`config.mk`:
```
export PLATFORM = sky130hd
export DESIGN_NAME = bcpu_barrel_decoder_flat
export DESIGN_NICKNAME = d
export VERILOG_FILES = /design/src/rtl/bcpu_barrel_decoder_pkg.sv /design/src/rtl/bcpu_barrel_decoder_if.sv /design/src/rtl/bcpu_barrel_decoder_prefix_regs.sv /design/src/rtl/bcpu_barrel_decoder.sv /design/src/flat_wrapper.sv
export SDC_FILE = /design/constraint.sdc
export NUM_CORES = 1
export LEC_CHECK = 0
export CORE_ASPECT_RATIO = 1.25
export CORE_MARGIN = 10
export CORE_UTILIZATION = 50
export DETAILED_ROUTE_END_ITERATION = 6
export GPL_ROUTABILITY_DRIVEN = 0
export PLACE_DENSITY_LB_ADDON = 0.3
export SYNTH_ARGS = -nofsm -noshare
export SYNTH_HDL_FRONTEND = slang
export SYNTH_SLANG_ARGS = --single-unit
export TNS_END_PERCENT = 10
```
`constraint.sdc`:
```
create_clock -name CLK -period 3.6 [get_ports CLK]
set_clock_uncertainty 0.15 [all_clocks]
set_input_delay 0.72 -clock CLK [delete_from_list [all_inputs] [get_ports CLK]]
set_output_delay 0.72 -clock CLK [all_outputs]
set_load 0.02 [all_outputs]
```
`src/rtl/bcpu_barrel_decoder_pkg.sv`:
```
// rtl/bcpu_barrel_decoder_pkg.sv - BCPU16 decoder definitions: opcodes, enums, decoded bundle, constant/condition helpers
package bcpu_barrel_decoder_pkg;

  localparam int BCPU_DATA_WIDTH      = 16;
  localparam int BCPU_INSTR_WIDTH     = 16;
  localparam int BCPU_PC_WIDTH        = 10;
  localparam int BCPU_ADDR_WIDTH      = 10;
  localparam int BCPU_REG_INDEX_WIDTH = 3;
  localparam int BCPU_THREAD_ID_WIDTH = 2;
  localparam int BCPU_BUS_ADDR_WIDTH  = 3;
  localparam int BCPU_BUS_OP_WIDTH    = 2;
  localparam int BCPU_ALU_OP_WIDTH    = 4;

  localparam int PREFIX_WIDTH = 11;

  // ALU opcode slots reserved for non-ALU instructions when bit15=0
  localparam logic [3:0] INSTR_PREFIX = 4'b0010;
  localparam logic [3:0] INSTR_BUS    = 4'b0011;

  typedef enum logic [1:0] {
    REG_WRITE_FROM_ALU = 2'b00,
    REG_WRITE_FROM_BUS = 2'b01,
    REG_WRITE_FROM_JMP = 2'b10,
    REG_WRITE_FROM_MEM = 2'b11
  } reg_write_src_e;

  typedef enum logic [1:0] {
    BUSOP_READ     = 2'b00,
    BUSOP_WRITE    = 2'b01,
    BUSOP_READ_IRQ = 2'b10,
    BUSOP_WAIT     = 2'b11
  } bus_op_e;

  typedef struct packed {
    logic                            valid;
    logic [BCPU_THREAD_ID_WIDTH-1:0] thread_id;
    logic [BCPU_DATA_WIDTH-1:0]      b_value;
    logic [BCPU_ADDR_WIDTH-1:0]      addr_value;
    logic [BCPU_REG_INDEX_WIDTH-1:0] dst_reg_index;
    reg_write_src_e                  dst_reg_source;
    logic                            dst_reg_wren;
    logic                            alu_en;
    logic                            bus_rd_en;
    logic                            bus_wr_en;
    logic                            mem_en;
    logic                            mem_write_en;
    logic                            jmp_en;
    logic [BCPU_ALU_OP_WIDTH-1:0]    alu_op;
    logic [BCPU_BUS_OP_WIDTH-1:0]    bus_op;
    logic [BCPU_BUS_ADDR_WIDTH-1:0]  bus_addr;
    logic                            prefix_used;
  } decoded_instr_t;

  // Rb-slot constants: 01 -> 1<<idx, 10 -> 256<<idx, 11 -> -1-idx
  function automatic logic [15:0] breg_const(input logic [1:0] mode, input logic [2:0] idx);
    logic [15:0] c;
    case (mode)
      2'b01:   c = 16'h0001 << idx;
      2'b10:   c = 16'h0100 << idx;
      2'b11:   c = 16'hFFFF - {13'd0, idx};
      default: c = 16'h0000;
    endcase
    return c;
  endfunction

  // flags = {V,S,Z,C}
  function automatic logic cond_met(input logic [3:0] cccc, input logic [3:0] flags);
    logic v, s, z, c, r;
    {v, s, z, c} = flags;
    case (cccc)
      4'h0: r = 1'b1;
      4'h1: r = !c;
      4'h2: r = c;
      4'h3: r = !z;
      4'h4: r = z;
      4'h5: r = !s;
      4'h6: r = s;
      4'h7: r = !v;
      4'h8: r = v;
      4'h9: r = !c && !z;
      4'hA: r = c || z;
      4'hB: r = (s == v);
      4'hC: r = (s != v);
      4'hD: r = !z && (s == v);
      4'hE: r = z || (s != v);
      default: r = 1'b0;
    endcase
    return r;
  endfunction

endpackage

```
`src/rtl/bcpu_barrel_decoder_if.sv`:
```
// rtl/bcpu_barrel_decoder_if.sv - instruction-in / decoded-out bundle of the barrel decoder
interface bcpu_barrel_decoder_if #(
  parameter int DATA_WIDTH      = 16,
  parameter int INSTR_WIDTH     = 16,
  parameter int PC_WIDTH        = 10,
  parameter int ADDR_WIDTH      = 10,
  parameter int REG_INDEX_WIDTH = 3,
  parameter int THREAD_ID_WIDTH = 2,
  parameter int BUS_ADDR_WIDTH  = 3,
  parameter int BUS_OP_WIDTH    = 2,
  parameter int ALU_OP_WIDTH    = 4
);
  logic                       IN_VALID;
  logic [THREAD_ID_WIDTH-1:0] IN_THREAD_ID;
  logic [INSTR_WIDTH-1:0]     INSTR_IN;
  logic [PC_WIDTH-1:0]        PC_IN;
  logic [3:0]                 FLAGS_IN;
  logic [REG_INDEX_WIDTH-1:0] A_INDEX;
  logic [REG_INDEX_WIDTH-1:0] B_INDEX;
  logic [DATA_WIDTH-1:0]      B_VALUE_IN;
  logic                       FLUSH;
  logic [THREAD_ID_WIDTH-1:0] FLUSH_THREAD_ID;

  logic                       OUT_VALID;
  logic [THREAD_ID_WIDTH-1:0] OUT_THREAD_ID;
  logic [DATA_WIDTH-1:0]      B_VALUE_OUT;
  logic [ADDR_WIDTH-1:0]      ADDR_VALUE;
  logic [REG_INDEX_WIDTH-1:0] DST_REG_INDEX;
  logic [1:0]                 DST_REG_SOURCE;
  logic                       DST_REG_WREN;
  logic                       ALU_EN;
  logic                       BUS_RD_EN;
  logic                       BUS_WR_EN;
  logic                       MEM_EN;
  logic                       MEM_WRITE_EN;
  logic                       JMP_EN;
  logic [ALU_OP_WIDTH-1:0]    ALU_OP;
  logic [BUS_OP_WIDTH-1:0]    BUS_OP;
  logic [BUS_ADDR_WIDTH-1:0]  BUS_ADDR;
  logic                       PREFIX_USED;

  modport master (
    output IN_VALID, IN_THREAD_ID, INSTR_IN, PC_IN, FLAGS_IN, B_VALUE_IN, FLUSH, FLUSH_THREAD_ID,
    input  A_INDEX, B_INDEX, OUT_VALID, OUT_THREAD_ID, B_VALUE_OUT, ADDR_VALUE, DST_REG_INDEX,
           DST_REG_SOURCE, DST_REG_WREN, ALU_EN, BUS_RD_EN, BUS_WR_EN, MEM_EN, MEM_WRITE_EN,
           JMP_EN, ALU_OP, BUS_OP, BUS_ADDR, PREFIX_USED
  );

  modport slave (
    input  IN_VALID, IN_THREAD_ID, INSTR_IN, PC_IN, FLAGS_IN, B_VALUE_IN, FLUSH, FLUSH_THREAD_ID,
    output A_INDEX, B_INDEX, OUT_VALID, OUT_THREAD_ID, B_VALUE_OUT, ADDR_VALUE, DST_REG_INDEX,
           DST_REG_SOURCE, DST_REG_WREN, ALU_EN, BUS_RD_EN, BUS_WR_EN, MEM_EN, MEM_WRITE_EN,
           JMP_EN, ALU_OP, BUS_OP, BUS_ADDR, PREFIX_USED
  );
endinterface

```
`src/rtl/bcpu_barrel_decoder_prefix_regs.sv`:
```
// rtl/bcpu_barrel_decoder_prefix_regs.sv - bcpu_thread_prefix_regs: per-thread immediate prefix value/valid store
module bcpu_thread_prefix_regs #(
  parameter int THREAD_ID_WIDTH = 2,
  parameter int PREFIX_WIDTH    = 11,
  parameter bit ENABLE          = 1'b1
) (
  input  logic                       clk,
  input  logic                       rst,
  input  logic [THREAD_ID_WIDTH-1:0] thread_id,
  output logic [PREFIX_WIDTH-1:0]    rd_prefix,
  output logic                       rd_valid,
  input  logic                       set_en,
  input  logic [PREFIX_WIDTH-1:0]    set_value,
  input  logic                       consume_en,
  input  logic                       flush_en,
  input  logic [THREAD_ID_WIDTH-1:0] flush_thread_id
);
  localparam int NUM_THREADS = 1 << THREAD_ID_WIDTH;

  if (ENABLE) begin : g_store
    logic [PREFIX_WIDTH-1:0] prefix_q [NUM_THREADS];
    logic [NUM_THREADS-1:0]  valid_q;

    // flush beats a same-cycle set or consume of the same thread
    always_ff @(posedge clk or posedge rst) begin
      if (rst) begin
        valid_q <= '0;
        for (int t = 0; t < NUM_THREADS; t++) prefix_q[t] <= '0;
      end else begin
        for (int t = 0; t < NUM_THREADS; t++) begin
          if (flush_en && flush_thread_id == THREAD_ID_WIDTH'(t)) begin
            valid_q[t] <= 1'b0;
          end else if (set_en && thread_id == THREAD_ID_WIDTH'(t)) begin
            valid_q[t]  <= 1'b1;
            prefix_q[t] <= set_value;
          end else if (consume_en && thread_id == THREAD_ID_WIDTH'(t)) begin
            valid_q[t] <= 1'b0;
          end
        end
      end
    end

    assign rd_prefix = prefix_q[thread_id];
    assign rd_valid  = valid_q[thread_id];
  end else begin : g_none
    logic unused_ok;
    assign unused_ok = ^{clk, rst, thread_id, set_en, set_value, consume_en, flush_en, flush_thread_id};
    assign rd_prefix = '0;
    assign rd_valid  = 1'b0;
  end

endmodule

```
`src/rtl/bcpu_barrel_decoder.sv`:
```
// rtl/bcpu_barrel_decoder.sv - registered multi-thread BCPU16 decoder; BCPU_IMM_PREFIX_EN enables immediate PREFIX
module bcpu_barrel_decoder
  import bcpu_barrel_decoder_pkg::*;
#(
  parameter int DATA_WIDTH      = BCPU_DATA_WIDTH,
  parameter int INSTR_WIDTH     = BCPU_INSTR_WIDTH,
  parameter int PC_WIDTH        = BCPU_PC_WIDTH,
  parameter int ADDR_WIDTH      = BCPU_ADDR_WIDTH,
  parameter int REG_INDEX_WIDTH = BCPU_REG_INDEX_WIDTH,
  parameter int THREAD_ID_WIDTH = BCPU_THREAD_ID_WIDTH,
  parameter int BUS_ADDR_WIDTH  = BCPU_BUS_ADDR_WIDTH,
  parameter int BUS_OP_WIDTH    = BCPU_BUS_OP_WIDTH,
  parameter int ALU_OP_WIDTH    = BCPU_ALU_OP_WIDTH
) (
  input logic                 CLK,
  input logic                 RESET,
  bcpu_barrel_decoder_if.slave dec
);
`ifdef BCPU_IMM_PREFIX_EN
  localparam bit PREFIX_EN = 1'b1;
`else
  localparam bit PREFIX_EN = 1'b0;
`endif

  logic [15:0] instr;
  logic        is_alu, is_bus, is_prefix, is_mem, is_cjmp, is_call, is_jmp;
  logic        flush_hit, pf_valid, pf_live, pf_set, pf_consume;
  logic [PREFIX_WIDTH-1:0]    pf_prefix;
  logic [ADDR_WIDTH-1:0]      base_rb, base_pc, off_rb5, off_pfx, off_pc8, off_pc13;
  logic [REG_INDEX_WIDTH-1:0] dst;
  decoded_instr_t             d, q;

  assign instr = dec.INSTR_IN[15:0];

  assign is_prefix = !instr[15] && instr[14:11] == INSTR_PREFIX;
  assign is_bus    = !instr[15] && instr[14:11] == INSTR_BUS;
  assign is_alu    = !instr[15] && !is_prefix && !is_bus;
  assign is_mem    = instr[15:13] == 3'b100;
  assign is_cjmp   = instr[15:13] == 3'b101;
  assign is_call   = instr[15:13] == 3'b110;
  assign is_jmp    = instr[15:13] == 3'b111;

  assign dec.A_INDEX = instr[10:8];
  assign dec.B_INDEX = instr[7:5];

  // A flush aimed at the incoming thread hides its prefix this very cycle
  assign flush_hit  = dec.FLUSH && dec.FLUSH_THREAD_ID == dec.IN_THREAD_ID;
  assign pf_live    = pf_valid && !flush_hit;
  assign pf_set     = dec.IN_VALID && is_prefix && !flush_hit;
  assign pf_consume = dec.IN_VALID && !is_prefix;

  bcpu_thread_prefix_regs #(
    .THREAD_ID_WIDTH(THREAD_ID_WIDTH),
    .PREFIX_WIDTH   (PREFIX_WIDTH),
    .ENABLE         (PREFIX_EN)
  ) u_prefix_regs (
    .clk            (CLK),
    .rst            (RESET),
    .thread_id      (dec.IN_THREAD_ID),
    .rd_prefix      (pf_prefix),
    .rd_valid       (pf_valid),
    .set_en         (pf_set),
    .set_value      (instr[10:0]),
    .consume_en     (pf_consume),
    .flush_en       (dec.FLUSH),
    .flush_thread_id(dec.FLUSH_THREAD_ID)
  );

  // Signed size casts sign-extend/truncate offsets; sums wrap at 2^ADDR_WIDTH
  assign base_rb  = ADDR_WIDTH'(dec.B_VALUE_IN);
  assign base_pc  = ADDR_WIDTH'(dec.PC_IN);
  assign off_rb5  = ADDR_WIDTH'($signed(instr[4:0]));
  assign off_pfx  = ADDR_WIDTH'($signed({pf_prefix, instr[4:0]}));
  assign off_pc8  = ADDR_WIDTH'($signed(instr[7:0]));
  assign off_pc13 = ADDR_WIDTH'($signed(instr[12:0]));

  assign dst = is_alu ? instr[2:0] : (is_call ? 3'd7 : instr[10:8]);

  always_comb begin
    d = '0;
    if (dec.IN_VALID) begin
      d.valid         = 1'b1;
      d.thread_id     = dec.IN_THREAD_ID;
      d.alu_op        = instr[14:11];
      d.bus_op        = instr[4:3];
      d.bus_addr      = instr[2:0];
      d.dst_reg_index = dst;
      d.alu_en        = is_alu;
      d.bus_wr_en     = is_bus && instr[4:3] == BUSOP_WRITE;
      d.bus_rd_en     = is_bus && instr[4:3] != BUSOP_WRITE;
      d.mem_en        = is_mem;
      d.mem_write_en  = is_mem && instr[11];
      d.jmp_en        = is_call || is_jmp || (is_cjmp && cond_met(instr[11:8], dec.FLAGS_IN));
      d.dst_reg_wren  = (is_alu || (is_mem && !instr[11]) || d.bus_rd_en || is_call) && dst != '0;

      if (is_alu)                         d.dst_reg_source = REG_WRITE_FROM_ALU;
      else if (is_mem)                    d.dst_reg_source = REG_WRITE_FROM_MEM;
      else if (is_cjmp || is_call || is_jmp) d.dst_reg_source = REG_WRITE_FROM_JMP;
      else                                d.dst_reg_source = REG_WRITE_FROM_BUS;

      d.b_value = dec.B_VALUE_IN;
      if (is_alu && instr[4:3] != 2'b00) begin
        if (pf_live) begin
          d.b_value     = DATA_WIDTH'({pf_prefix, instr[7:3]});
          d.prefix_used = 1'b1;
        end else begin
          d.b_value = DATA_WIDTH'(breg_const(instr[4:3], instr[7:5]));
        end
      end

      if (is_mem || is_cjmp) begin
        if (instr[12]) begin
          d.addr_value = base_pc + off_pc8;
        end else if (is_mem && pf_live) begin
          d.addr_value  = base_rb + off_pfx;
          d.prefix_used = 1'b1;
        end else begin
          d.addr_value = base_rb + off_rb5;
        end
      end else if (is_call || is_jmp) begin
        d.addr_value = base_pc + off_pc13;
      end
    end
  end

  always_ff @(posedge CLK or posedge RESET) begin
    if (RESET) q <= '0;
    else       q <= d;
  end

  assign dec.OUT_VALID      = q.valid;
  assign dec.OUT_THREAD_ID  = q.thread_id;
  assign dec.B_VALUE_OUT    = q.b_value;
  assign dec.ADDR_VALUE     = q.addr_value;
  assign dec.DST_REG_INDEX  = q.dst_reg_index;
  assign dec.DST_REG_SOURCE = q.dst_reg_source;
  assign dec.DST_REG_WREN   = q.dst_reg_wren;
  assign dec.ALU_EN         = q.alu_en;
  assign dec.BUS_RD_EN      = q.bus_rd_en;
  assign dec.BUS_WR_EN      = q.bus_wr_en;
  assign dec.MEM_EN         = q.mem_en;
  assign dec.MEM_WRITE_EN   = q.mem_write_en;
  assign dec.JMP_EN         = q.jmp_en;
  assign dec.ALU_OP         = q.alu_op;
  assign dec.BUS_OP         = q.bus_op;
  assign dec.BUS_ADDR       = q.bus_addr;
  assign dec.PREFIX_USED    = q.prefix_used;

endmodule

```
`src/flat_wrapper.sv`:
```
// flat-port wrapper written by rule: the top's interface ports become plain ports
module bcpu_barrel_decoder_flat import bcpu_barrel_decoder_pkg::*;
#(
  parameter int DATA_WIDTH      = BCPU_DATA_WIDTH,
  parameter int INSTR_WIDTH     = BCPU_INSTR_WIDTH,
  parameter int PC_WIDTH        = BCPU_PC_WIDTH,
  parameter int ADDR_WIDTH      = BCPU_ADDR_WIDTH,
  parameter int REG_INDEX_WIDTH = BCPU_REG_INDEX_WIDTH,
  parameter int THREAD_ID_WIDTH = BCPU_THREAD_ID_WIDTH,
  parameter int BUS_ADDR_WIDTH  = BCPU_BUS_ADDR_WIDTH,
  parameter int BUS_OP_WIDTH    = BCPU_BUS_OP_WIDTH,
  parameter int ALU_OP_WIDTH    = BCPU_ALU_OP_WIDTH
)
  (CLK, RESET, dec_IN_VALID, dec_IN_THREAD_ID, dec_INSTR_IN, dec_PC_IN, dec_FLAGS_IN, dec_B_VALUE_IN, dec_FLUSH, dec_FLUSH_THREAD_ID, dec_A_INDEX, dec_B_INDEX, dec_OUT_VALID, dec_OUT_THREAD_ID, dec_B_VALUE_OUT, dec_ADDR_VALUE, dec_DST_REG_INDEX, dec_DST_REG_SOURCE, dec_DST_REG_WREN, dec_ALU_EN, dec_BUS_RD_EN, dec_BUS_WR_EN, dec_MEM_EN, dec_MEM_WRITE_EN, dec_JMP_EN, dec_ALU_OP, dec_BUS_OP, dec_BUS_ADDR, dec_PREFIX_USED);
  bcpu_barrel_decoder_if #(.DATA_WIDTH(DATA_WIDTH), .INSTR_WIDTH(INSTR_WIDTH), .PC_WIDTH(PC_WIDTH), .ADDR_WIDTH(ADDR_WIDTH), .REG_INDEX_WIDTH(REG_INDEX_WIDTH), .THREAD_ID_WIDTH(THREAD_ID_WIDTH), .BUS_ADDR_WIDTH(BUS_ADDR_WIDTH), .BUS_OP_WIDTH(BUS_OP_WIDTH), .ALU_OP_WIDTH(ALU_OP_WIDTH)) dec_i ();
  input logic CLK;
  input logic RESET;
  input wire logic [$bits(dec_i.IN_VALID)-1:0] dec_IN_VALID;
  input wire logic [$bits(dec_i.IN_THREAD_ID)-1:0] dec_IN_THREAD_ID;
  input wire logic [$bits(dec_i.INSTR_IN)-1:0] dec_INSTR_IN;
  input wire logic [$bits(dec_i.PC_IN)-1:0] dec_PC_IN;
  input wire logic [$bits(dec_i.FLAGS_IN)-1:0] dec_FLAGS_IN;
  input wire logic [$bits(dec_i.B_VALUE_IN)-1:0] dec_B_VALUE_IN;
  input wire logic [$bits(dec_i.FLUSH)-1:0] dec_FLUSH;
  input wire logic [$bits(dec_i.FLUSH_THREAD_ID)-1:0] dec_FLUSH_THREAD_ID;
  output wire logic [$bits(dec_i.A_INDEX)-1:0] dec_A_INDEX;
  output wire logic [$bits(dec_i.B_INDEX)-1:0] dec_B_INDEX;
  output wire logic [$bits(dec_i.OUT_VALID)-1:0] dec_OUT_VALID;
  output wire logic [$bits(dec_i.OUT_THREAD_ID)-1:0] dec_OUT_THREAD_ID;
  output wire logic [$bits(dec_i.B_VALUE_OUT)-1:0] dec_B_VALUE_OUT;
  output wire logic [$bits(dec_i.ADDR_VALUE)-1:0] dec_ADDR_VALUE;
  output wire logic [$bits(dec_i.DST_REG_INDEX)-1:0] dec_DST_REG_INDEX;
  output wire logic [$bits(dec_i.DST_REG_SOURCE)-1:0] dec_DST_REG_SOURCE;
  output wire logic [$bits(dec_i.DST_REG_WREN)-1:0] dec_DST_REG_WREN;
  output wire logic [$bits(dec_i.ALU_EN)-1:0] dec_ALU_EN;
  output wire logic [$bits(dec_i.BUS_RD_EN)-1:0] dec_BUS_RD_EN;
  output wire logic [$bits(dec_i.BUS_WR_EN)-1:0] dec_BUS_WR_EN;
  output wire logic [$bits(dec_i.MEM_EN)-1:0] dec_MEM_EN;
  output wire logic [$bits(dec_i.MEM_WRITE_EN)-1:0] dec_MEM_WRITE_EN;
  output wire logic [$bits(dec_i.JMP_EN)-1:0] dec_JMP_EN;
  output wire logic [$bits(dec_i.ALU_OP)-1:0] dec_ALU_OP;
  output wire logic [$bits(dec_i.BUS_OP)-1:0] dec_BUS_OP;
  output wire logic [$bits(dec_i.BUS_ADDR)-1:0] dec_BUS_ADDR;
  output wire logic [$bits(dec_i.PREFIX_USED)-1:0] dec_PREFIX_USED;
  assign dec_i.IN_VALID = dec_IN_VALID;
  assign dec_i.IN_THREAD_ID = dec_IN_THREAD_ID;
  assign dec_i.INSTR_IN = dec_INSTR_IN;
  assign dec_i.PC_IN = dec_PC_IN;
  assign dec_i.FLAGS_IN = dec_FLAGS_IN;
  assign dec_i.B_VALUE_IN = dec_B_VALUE_IN;
  assign dec_i.FLUSH = dec_FLUSH;
  assign dec_i.FLUSH_THREAD_ID = dec_FLUSH_THREAD_ID;
  assign dec_A_INDEX = dec_i.A_INDEX;
  assign dec_B_INDEX = dec_i.B_INDEX;
  assign dec_OUT_VALID = dec_i.OUT_VALID;
  assign dec_OUT_THREAD_ID = dec_i.OUT_THREAD_ID;
  assign dec_B_VALUE_OUT = dec_i.B_VALUE_OUT;
  assign dec_ADDR_VALUE = dec_i.ADDR_VALUE;
  assign dec_DST_REG_INDEX = dec_i.DST_REG_INDEX;
  assign dec_DST_REG_SOURCE = dec_i.DST_REG_SOURCE;
  assign dec_DST_REG_WREN = dec_i.DST_REG_WREN;
  assign dec_ALU_EN = dec_i.ALU_EN;
  assign dec_BUS_RD_EN = dec_i.BUS_RD_EN;
  assign dec_BUS_WR_EN = dec_i.BUS_WR_EN;
  assign dec_MEM_EN = dec_i.MEM_EN;
  assign dec_MEM_WRITE_EN = dec_i.MEM_WRITE_EN;
  assign dec_JMP_EN = dec_i.JMP_EN;
  assign dec_ALU_OP = dec_i.ALU_OP;
  assign dec_BUS_OP = dec_i.BUS_OP;
  assign dec_BUS_ADDR = dec_i.BUS_ADDR;
  assign dec_PREFIX_USED = dec_i.PREFIX_USED;
  bcpu_barrel_decoder #(.DATA_WIDTH(DATA_WIDTH), .INSTR_WIDTH(INSTR_WIDTH), .PC_WIDTH(PC_WIDTH), .ADDR_WIDTH(ADDR_WIDTH), .REG_INDEX_WIDTH(REG_INDEX_WIDTH), .THREAD_ID_WIDTH(THREAD_ID_WIDTH), .BUS_ADDR_WIDTH(BUS_ADDR_WIDTH), .BUS_OP_WIDTH(BUS_OP_WIDTH), .ALU_OP_WIDTH(ALU_OP_WIDTH)) u_core (.CLK(CLK), .RESET(RESET), .dec(dec_i));
endmodule
```
Word-level counts from Yosys, hierarchy flattened

Cells that the tools add are included.

Add/subtract/negate cells: 4
Multiply operators: 0
Divide/modulo/power cells: 0
Magnitude comparators: 0
Equality and inequality tests: 26
Shifts and indexed selects: 2
Muxes and demuxes: 13
Bitwise operators: 0
Reductions and logical operators: 34

Operator list:

| kind                                              | number |
|---|---|
| two-way mux 51 bit                                | 1 |
| case mux 16 bit (3 select lines)                  | 1 |
| adder 10 bit                                      | 3 |
| two-way mux 10 bit                                | 3 |
| == test 4 bit (second input constant)             | 7 |
| == test 4 x 2 -> 1 bit (second input constant)    | 4 |
| == test 4 x 3 -> 1 bit (second input constant)    | 4 |
| two-way mux 16 bit                                | 1 |
| left shift 1 x 3 -> 16 bit (first input constant) | 1 |
| left shift 9 x 3 -> 16 bit (first input constant) | 1 |
| case mux 1 bit (15 select lines)                  | 1 |
| logical AND 1 bit                                 | 13 |
| == test 3 bit (second input constant)             | 4 |
| logical OR 1 bit                                  | 10 |
| logical NOT 1 bit                                 | 8 |
| two-way mux 2 bit                                 | 3 |
| two-way mux 3 bit                                 | 2 |
| subtractor 1 x 4 -> 5 bit (first input constant)  | 1 |
| == test 2 bit (second input constant)             | 2 |
| == test 4 x 1 -> 1 bit (second input constant)    | 1 |
| logical NOT 4 bit                                 | 1 |
| nonzero test 3 bit                                | 1 |
| == test 2 x 1 -> 1 bit (second input constant)    | 1 |
| != test 2 x 1 -> 1 bit (second input constant)    | 1 |
| 4 further kinds                                   | 4 |

Register bits after elaboration: 51
Latch bits: 0
Memory bits (writable): 0
Memory bits (read-only): 0
Input port bits: 54
Output and inout port bits: 57
Logic and storage cells: 96
Memories kept: 0

Logic depth before layout (Yosys ltp)

Word-level depth: 10
Depth in mapped cells: 8
Gate-level depth less buffers: 8

Modules after synthesis

A second synthesis with hierarchy kept.

Cells, all modules: 420
Area total of the unflattened synthesis: 3,668.5 sq um

By module, submodules not included:

| module                  | instances | cells an instance | area an instance (sq um) |
|---|---|---|---|
| bcpu_barrel_decoder     | 1         | 407               | 3,574.7 |
| bcpu_thread_prefix_regs | 1         | 13                | 93.8 |

Worst setup path after synthesis

OpenSTA, ideal clock, no wires.

Path type: input to register
Start point: in dec_PC_IN[0]
End point: reg u_core.q, in the netlist u_core.dec.ADDR_VALUE[8]
Library setup time: 0.077 ns
Arrival: 2.410 ns
Required time: 3.373 ns
Setup slack: 0.963 ns
Stages on the path: 8
Buffers on the path: 0
Cells stage by stage: ha_1 > fa_1 > a21o_1 > a221oi_1 > a21oi_1 > xnor2_1 > a21o_1 > a21oi_1

RTL lines:

| element                | line                       | source |
|---|---|---|
| start: declaration     | flat_wrapper.sv:21         | `input wire logic [$bits(dec_i.PC_IN)-1:0] dec_PC_IN;` |
| end signal: assignment | bcpu_barrel_decoder.sv:127 | `if (RESET) q <= '0;` |
| end signal: assignment | bcpu_barrel_decoder.sv:128 | `else q <= d;` |
| end: declaration       | bcpu_barrel_decoder.sv:31  | `decoded_instr_t d, q;` |

==> flow_summary.toml <==
[status]
status = "completed"

[yosys]
synth_async_sr_flop_share_pct = 100.0
ys_types = 49
yosys_warnings = 0
postSynthAreaPerCell_sq_um = 9.240
postSynthCellCount = 348
ys_seq_area_share_pct = 38.91
syn_area_sq_um = 3216
syn_nets = 427
synth_flop_cell = "dfrtp_1"
synth_seq_cells = 50
synth_edf_count = 0

[route]
firstDrtPassIters = 4
drc_errors = 0
vias_per_cell = 5.435
drt-total-wl_um = 8703
wl_per_cell_um = 16.45
postRouteAntennaNets = 0
vias = 2875
drt_iter0_drc = 209

[pwr]
total_leakage_power_nw = 1.879
vdd_ir_drop_max_uv = 158.6
powerDensity_nw_per_um2 = 338.5

[placement]
pre_cts_ws_ns = 0.2006
placed_cell_area_sq_um = 4287
port-buffer-count = 106
hpwl_um = 6817

[sta]
rsz0062_at_grt = "false"
period_needed_ns = 3.151
timing.final.ws_setup_ns = 0.4487
achievable-frequency_mhz = 317.3
hold_viol = 0
tns_ns = 0
slew_headroom_pct = 34.35
setup_viol_count_final = 0
period_share_pct = 87.54
slew_viol_final = 0
worst_pin_slew_ns = 0.9834

[setup_path]
worstPathMaxFanout = 5
critPathKind = "in2reg"
cp_cell_sequence = "clkdlybuf4s50_1 -> ha_1 -> fa_1 -> a21o_1 -> a221oi_1 -> a21oi_1 -> xnor2_1 -> a21o_1 -> a21oi_1"
crit_slowest_cell = "clkdlybuf4s50_1"
endpoint_kind = "flip-flop"
critPathRequiredTime_ns = 3.68
worst_ep_arrival_time_ns = 3.23
slowest_delay_ns = 0.51
crit_path_start_kind = "primary input"

[floorplan]
rows = 32
core_area_sq_um = 6206
die-area_sq_um = 10060
initial_core_util_pct = 51.81
ios = 111
die_h_um = 109.7
die_w_um = 91.73

[clock_tree]
htreeDepth = 2
cts_sinks = 50
cts_tree = "yes"
cts_resized = 0
clockBufferDepth = 2
cts_root_buf = "clkbuf_8"
clk_pin_slew_ns = 0.09
cts_hold_buffers = 0
cts_buffers = 5
cts_setup_buffers = 0

[worst_hold_path]
hold_path_class = "in2async"

[layout]
layout.area.seq_sq_um = 1251
fin_util_pct = 70.89
final_common_cell = "clkdlybuf4s50_1"
antenna_cells = 0
multi_input_area_sq_um = 1778
areaGrowthSynthToFinish_pct = 36.81
drive_gt1_share_pct = 6.757
final_area_sq_um = 4399
nFillCells = 483
layout_common_cells = "clkdlybuf4s50_1, dfrtp_1, nor2_1"
nets = 522

[grt]
grt_overflow = 0
grt_max_degree = 51
first_global_vias = 2833
antenna_found_initial = 0
track_usage_pct = 17.10
grt_pass1_wl_um = 14110

[flow_run]
max_cap_viol_count = 0
## cells in the mapped netlist, drive strengths merged, types with 2 or more instances
| cell | count | area (sq um) |
|---|---|---|
| dfrtp | 50 | 1251 |
| nor2 | 44 | 165.2 |
| a211oi | 29 | 240.2 |
| a21oi | 29 | 145.1 |
| ha | 23 | 287.8 |
| nand2 | 22 | 85.09 |
| o21ai | 15 | 78.83 |
| clkbuf | 13 | 78.83 |
| buf | 12 | 77.57 |
| xnor2 | 12 | 105.1 |
| inv | 10 | 37.54 |
| a31oi | 9 | 56.30 |
| and2 | 9 | 56.30 |
| xor2 | 9 | 78.83 |
| nor3 | 8 | 40.04 |
| a21o | 7 | 55.06 |
| and3 | 5 | 38.78 |
| nand3 | 4 | 20.02 |
| nor2b | 4 | 25.02 |
| nor3b | 4 | 30.03 |
| nand2b | 3 | 18.77 |
| o21a | 3 | 22.52 |
| a311oi | 2 | 17.52 |
| fa | 2 | 40.04 |
| nor4b | 2 | 17.52 |
| o211ai | 2 | 15.01 |
| o221a | 2 | 22.52 |
| o22ai | 2 | 12.51 |
## through the flow
step,hold slack [ns],cells,power (mW)
floorplan,0.6014,348,0.9067
global placement,1.153,521,1.096
detailed placement,1.159,521,1.106
CTS,0.8328,529,1.498
global route,0.8297,529,1.564
finish,0.8105,529,1.489
## critical path: cells and delay by family
family          cells  cell delay (ns)
buf+inv             1             0.51
xor+xnor            1             0.17
compound gates      5             1.15
fa+ha+maj           2             0.67
## power breakdown
group	switching, mW	internal [mW]
sequential	0.00876	0.596
clock	0.184	0.208
combinational	0.264	0.229
total	0.456	1.03
## worst max path at each step
stage / start / end / slack (ns) / cells after the start
after global placement: dec_INSTR_IN[0] / u_core.dec.ADDR_VALUE[8]$_DFF_PP0_ / 0.22 / 9
after floorplan: dec_PC_IN[0] / u_core.dec.ADDR_VALUE[8]$_DFF_PP0_ / 0.96 / 8
final: dec_INSTR_IN[0] / u_core.dec.ADDR_VALUE[8]$_DFF_PP0_ / 0.45 / 9
after detailed placement: dec_INSTR_IN[0] / u_core.dec.ADDR_VALUE[8]$_DFF_PP0_ / 0.20 / 9
after global routing: dec_INSTR_IN[0] / u_core.dec.ADDR_VALUE[8]$_DFF_PP0_ / 0.34 / 9
after CTS: dec_INSTR_IN[0] / u_core.dec.ADDR_VALUE[8]$_DFF_PP0_ / 0.51 / 9
## sequential cells by signal, indices dropped and copies added, names as in the netlist, 2 cells and up
name and flops:
u_core.dec.BUS_OP 2, u_core.dec.OUT_THREAD_ID 2, u_core.dec.BUS_ADDR 3, u_core.dec.DST_REG_INDEX 3, u_core.dec.B_VALUE_OUT 16, u_core.dec.ADDR_VALUE 10, u_core.dec.DST_REG_SOURCE 2, u_core.dec.ALU_OP 4
## kinds of logic (layout without fill, tap and decap cells)
logic type / Yosys count / after routing / synth area share (%)
compound gates: 105 / 105 / 22.02
xor+xnor: 21 / 21 / 5.720
fa+ha+maj: 25 / 25 / 10.19
buf+inv: 35 / 131 / 6.031
flops: 50 / 50 / 38.91
mux: 1 / 1 / 0.3502
other cells: 1 / 1 / 0.1166
simple gates: 110 / 110 / 16.65
## layer usage
layer / track usage, % / vias up / wire [um]
met2: 30.01 / 97 / 4378
met5: 0 / - / 0
li1: - / 1424 / -
met4: 5.519 / 0 / 164
met3: 4.980 / 11 / 599
met1: 19.74 / 1343 / 3559
## final cells by class
type / count / share of cell area (%)
clock inverters: 3 / 0.9954
multi-input cells: 263 / 40.42
flip-flops and latches: 50 / 28.44
inverters: 10 / 0.8532
clock buffers: 5 / 1.564
well taps: 85 / 2.418
repair buffers: 113 / 25.31
Power figures use the tool's default switching activity.
